--- config.mk ---
export PLATFORM = sky130hd
export DESIGN_NAME = fp_compare_param
export DESIGN_NICKNAME = d
export VERILOG_FILES = /design/src/rtl/fp_compare_param.sv
export SDC_FILE = /design/constraint.sdc
export NUM_CORES = 1
export LEC_CHECK = 0
export ABC_AREA = 1
export BUFFER_PORTS_ARGS = -buffer_cell sky130_fd_sc_hd__clkbuf_2
export CORE_AREA = 2 2 90 92
export CTS_CLUSTER_DIAMETER = 60
export DETAILED_ROUTE_END_ITERATION = 8
export DIE_AREA = 0 0 92 94
export HOLD_SLACK_MARGIN = 0.02
export PLACE_DENSITY = 0.6
export SYNTH_ARGS = -nofsm -noshare
export SYNTH_HDL_FRONTEND = slang
export SYNTH_SLANG_ARGS = --single-unit
--- constraint.sdc ---
create_clock -name clk -period 1.75 [get_ports clk]
set_input_delay 0 -clock clk [delete_from_list [all_inputs] [get_ports clk]]
set_output_delay 0 -clock clk [all_outputs]
set_load 0.01 [all_outputs]
--- src/rtl/fp_compare_param.sv ---
// Parametrised IEEE-754 comparator with stb/ack operand and result handshakes.
// Define FP_CMP_TOTAL_ORDER_EN for totalOrder semantics (-0 < +0, NaNs ordered).
module fp_compare_param #(
    parameter int EXP_W = 5,
    parameter int MAN_W = 10,
    localparam int W = 1 + EXP_W + MAN_W
) (
    input  logic         clk,
    input  logic         rst,
    input  logic [W-1:0] input_a,
    input  logic         input_a_stb,
    output logic         input_a_ack,
    input  logic [W-1:0] input_b,
    input  logic         input_b_stb,
    output logic         input_b_ack,
    input  logic         mode_sig,
    output logic         output_z_stb,
    input  logic         output_z_ack,
    output logic [1:0]   cmp_out,
    output logic         invalid
);

    // state    | meaning
    // GET_A    | waiting for operand A
    // GET_B    | waiting for operand B and mode_sig
    // CLASSIFY | register NaN / sNaN / zero flags
    // COMPARE  | evaluate ordering rules, load result
    // PUT_Z    | result valid until consumed
    typedef enum logic [2:0] {
        GET_A    = 3'd0,
        GET_B    = 3'd1,
        CLASSIFY = 3'd2,
        COMPARE  = 3'd3,
        PUT_Z    = 3'd4
    } state_t;

    state_t state, next_state;

    logic [W-1:0] a_reg, b_reg;
    logic         sig_reg;
    logic         a_nan, a_snan, a_zero;
    logic         b_nan, b_snan, b_zero;
    logic         a_xfer, b_xfer, z_xfer;
    logic [1:0]   res_cmp, ord_cmp;
    logic         res_inv;

    assign a_xfer = (state == GET_A) && input_a_stb && input_a_ack;
    assign b_xfer = (state == GET_B) && input_b_stb && input_b_ack;
    assign z_xfer = (state == PUT_Z) && output_z_stb && output_z_ack;

    always_ff @(posedge clk) begin
        if (rst) state <= GET_A;
        else     state <= next_state;
    end

    always_comb begin
        next_state = state;
        case (state)
            GET_A:    if (a_xfer) next_state = GET_B;
            GET_B:    if (b_xfer) next_state = CLASSIFY;
            CLASSIFY: next_state = COMPARE;
            COMPARE:  next_state = PUT_Z;
            PUT_Z:    if (z_xfer) next_state = GET_A;
            default:  next_state = GET_A;
        endcase
    end

    // Magnitude ordering of {exp,man} with sign; also serves totalOrder.
    logic         a_sign, b_sign;
    logic [W-2:0] a_mag, b_mag;
    assign a_sign = a_reg[W-1];
    assign b_sign = b_reg[W-1];
    assign a_mag  = a_reg[W-2:0];
    assign b_mag  = b_reg[W-2:0];

    always_comb begin
        ord_cmp = 2'b00;
        if (a_sign != b_sign)
            ord_cmp = a_sign ? 2'b10 : 2'b01;
        else if (a_mag == b_mag)
            ord_cmp = 2'b00;
        else if ((a_mag > b_mag) ^ a_sign)
            ord_cmp = 2'b01;
        else
            ord_cmp = 2'b10;
    end

    always_comb begin
        res_inv = (a_nan || b_nan) && (sig_reg || a_snan || b_snan);
`ifdef FP_CMP_TOTAL_ORDER_EN
        res_cmp = ord_cmp;
`else
        if (a_nan || b_nan)
            res_cmp = 2'b11;
        else if (a_zero && b_zero)
            res_cmp = 2'b00;
        else
            res_cmp = ord_cmp;
`endif
    end

    always_ff @(posedge clk) begin
        if (rst) begin
            input_a_ack  <= 1'b0;
            input_b_ack  <= 1'b0;
            output_z_stb <= 1'b0;
            cmp_out      <= 2'b00;
            invalid      <= 1'b0;
            a_reg        <= '0;
            b_reg        <= '0;
            sig_reg      <= 1'b0;
            a_nan        <= 1'b0;
            a_snan       <= 1'b0;
            a_zero       <= 1'b0;
            b_nan        <= 1'b0;
            b_snan       <= 1'b0;
            b_zero       <= 1'b0;
        end else begin
            input_a_ack  <= (next_state == GET_A);
            input_b_ack  <= (state == GET_B) && !b_xfer;
            output_z_stb <= (next_state == PUT_Z);
            if (a_xfer) a_reg <= input_a;
            if (b_xfer) begin
                b_reg   <= input_b;
                sig_reg <= mode_sig;
            end
            if (state == CLASSIFY) begin
                a_nan  <= (&a_reg[W-2:MAN_W]) && (|a_reg[MAN_W-1:0]);
                a_snan <= (&a_reg[W-2:MAN_W]) && (|a_reg[MAN_W-1:0]) && !a_reg[MAN_W-1];
                a_zero <= ~|a_reg[W-2:0];
                b_nan  <= (&b_reg[W-2:MAN_W]) && (|b_reg[MAN_W-1:0]);
                b_snan <= (&b_reg[W-2:MAN_W]) && (|b_reg[MAN_W-1:0]) && !b_reg[MAN_W-1];
                b_zero <= ~|b_reg[W-2:0];
            end
            if (state == COMPARE) begin
                cmp_out <= res_cmp;
                invalid <= res_inv;
            end
        end
    end

endmodule
==> flow_metrics.tcl <==
set metrics [dict create \
    cts_tree "built" \
    crit_arrival_ns 1.86 \
    core_area_um2 7610 \
    fin_crit_sh_pct 95.7 \
    fmax_mhz 597 \
    hold_viol 0 \
    maxCapViolCount 0 \
    whs_path_depth 2 \
    setup_viol_count_final 0 \
    ys_async_sr_fraction_pct 0 \
    skew_ns 0.0111 \
    io-pin-count 44 \
    fp-row-count 32 \
    synth_edf_count 0 \
    yosysWarnings 0 \
    track_usage_pct 13.4 \
    outcome "finished clean" \
    yosys_most_used_dff "dfxtp_1" \
    crit_top_cell "nand2_1" \
    dr.pass1.iters 4 \
    place_area_um2 2650 \
    hp-start "rst" \
    crit_path_end_kind "flip-flop" \
    postLayoutCellArea_um2 3240 \
    clock-sinks 48 \
    syn_area_per_cell_um2 7.26 \
    fin_crit_ns 1.67 \
    synth_area_leaders "dfxtp_1, ha_1, o21ai_0, nor2_1, a21oi_1" \
    crit_buf_inv 2 \
    cpLargestDelayFamily "simple AND/OR/NAND/NOR gates" \
    drt_iter0_drc 63 \
    io_buffers 43 \
    synth.top_cell.area_share_pct 42.4 \
    cts_buffers 5 \
    worst_r2r_path_depth 14 \
    die-height_um 94 \
    critical-path-max-stage-delay_ns 0.35 \
    cts.clk_slew.worst_paths_ns 0.09 \
    nets 448 \
    grt-ovfl-total 0 \
    netlist_instances 312 \
    via_per_inst 4.53 \
    slew_headroom_pct 73.9 \
    final-instance-count-excl-fill 498 \
    rsz0062_at_grt "yes" \
    tns_ns 0 \
    clk_path_buf_depth 2 \
    path_max_fanout 3 \
    antenna_left 0 \
    min_to "cmp_out[1]$_SDFFE_PP0N_" \
    grt_pass1_wl_mm 9.27 \
    grt_max_degree 36 \
    crit_type "flip-flop to flip-flop" \
    drv_slew 0 \
    drive_above_1_share_pct 26.0 \
    dp.cells 456 \
    antenna_cells 0 \
    h-tree-depth 2 \
    multiInputGateArea_um2 1240 \
    start_util_pct 29.8 \
    yosys_register_bits 48 \
    synthToLayoutAreaGrowth_pct 43.1 \
    drc_errors 0 \
    synth.distinct_cells 24 \
    synth_nets 365 \
    yosysTopAreaCell "dfxtp_1" \
    holdCritPathClass "primary input to flip-flop" \
    p_per_area_nw_per_um2 804 \
    worstPathCellList "inv_1, ha_1, nand2_1, inv_1, nand2_1, nand2_1, a21oi_1, nand2_2, nand2_2, nand2_1, nand3_1, nand2_1, nand2_1, a21oi_1" \
    ys_top_cells_by_count "dfxtp_1, nor2_1, nand2_1" \
    via_count 2258 \
    final_util_pct 42.6 \
    startpoint_type "flip-flop" \
    power.leakage_nw 1.41 \
    fillers 818 \
    clk_root_buffer_cell "clkbuf_8" \
    totalWireLength_mm 5.75 \
    grt_pass1_vias 2061 \
    place.gp.congestion 0.836 \
    r2r_start "b_reg[10]$_SDFFE_PP0P_" \
    antenna_found_initial 0 \
    die_w_um 92 \
    r2r_slack_ns 0.08 \
    wire_per_inst_um 11.5 \
    timing.hold.ws_ns 0.0391 \
    crit_path_top_delay_cell "dfxtp_2" \
    tightest_slew_ns 0.387 \
    place_hpwl_mm 4.18 \
    die_area_um2 8650 \
    required_ns 1.94 \
    seqCellArea_um2 972 \
    timing.rr.end "cmp_out[0]$_SDFFE_PP0N_" \
    peakVddDrop_mv 0.331 \
    clk_latency_ns 0.30 \
    mappedNetlistArea_um2 2260 \
    ys_seq_area_share_pct 42.4 \
]
## logic make-up (layout without fill, tap and decap cells)
kind of cell | after synthesis | in the layout | synth area share [%]
DFF | 48 | 48 | 42.4
and+or+nand+nor | 128 | 128 | 25.0
AOI/OAI and AO/OA | 72 | 72 | 16.0
adders and majority gates | 15 | 15 | 8.29
buffers and inverters | 49 | 133 | 8.29
## cells in the final DEF (no fill, tap or decap), types with 2 or more instances in the layout
master / count
a21oi_1: 34
buf_4: 11
clkbuf_2: 43
clkbuf_8: 7
dfxtp_1: 39
dfxtp_2: 9
dlygate4sd3_1: 31
ha_1: 8
ha_4: 7
inv_1: 31
inv_2: 8
nand2_1: 40
nand2_2: 6
nand3_1: 12
nand3_2: 2
nand4_1: 4
nor2_1: 45
nor2_2: 2
nor3_1: 7
nor4_1: 3
o21ai_0: 36
## final cells by class
cell class / instances / share of cell area, %
flip-flops and latches: 48 / 30.0
clock inverters: 1 / 0.927
multi-input cells: 215 / 38.3
clock buffers: 7 / 2.97
well taps: 102 / 3.94
repair buffers: 86 / 19.4
inverters: 39 / 4.52
## how the worst max path moves through the flow
stage	slack, ns	from	endpoint	cells after the start
final	0.08	b_reg[10]$_SDFFE_PP0P_	cmp_out[0]$_SDFFE_PP0N_	14
after global routing	-0.09	b_reg[5]$_SDFFE_PP0P_	cmp_out[1]$_SDFFE_PP0N_	13
after CTS	0.004	b_reg[13]$_SDFFE_PP0P_	cmp_out[1]$_SDFFE_PP0N_	14
after detailed placement	-0.006	b_reg[13]$_SDFFE_PP0P_	cmp_out[1]$_SDFFE_PP0N_	14
after global placement	0.07	b_reg[14]$_SDFFE_PP0P_	cmp_out[0]$_SDFFE_PP0N_	14
after floorplan	0.21	b_reg[14]$_SDFFE_PP0P_	cmp_out[0]$_SDFFE_PP0N_	14
## timing repair
| item | 4_1_cts | 5_1_grt |
|---|---|---|
| resized for setup | 1 | 33 |
| endpoints found under the setup margin | 2 | 2 |
| setup buffers | 0 | 3 |
| endpoints found under the hold margin | 31 | 0 |
| cloned | 0 | 0 |
| pin swaps | 0 | 9 |
| hold buffers | 31 | 0 |
## report_power, final
group          total, mW  internal, mW  leakage [nW]  switching [mW]
sequential          1.18          1.14         0.394          0.0439
combinational      0.553         0.265         0.954           0.289
clock              0.873         0.504        0.0645           0.369
## worst reg2reg max path: stages (launching register included)
cell and delay (ns):
dfxtp_2 0.35, inv_1 0.06, ha_1 0.28, nand2_1 0.09, inv_1 0.05, nand2_1 0.06
nand2_1 0.04, a21oi_1 0.16, nand2_2 0.10, nand2_2 0.08, nand2_1 0.06, nand3_1 0.06
nand2_1 0.06, nand2_1 0.06, a21oi_1 0.05
## per-layer routing
metal	global-route usage (%)	vias up	share of wire [%]
met5	0	-	0
met2	23.2	39	46
li1	-	1191	-
met3	2.57	14	3.4
met4	4.60	0	2.2
met1	16.6	1014	48
## metrics by stage
step	power [mW]	worst slack, ns
after global routing	2.76	-0.0894
after CTS	2.56	0.00431
after floorplan	1.49	0.205
after detailed placement	1.63	-0.00600
final	2.61	0.0751
after global placement	1.63	0.0701
(Power assumes the default switching activity.)
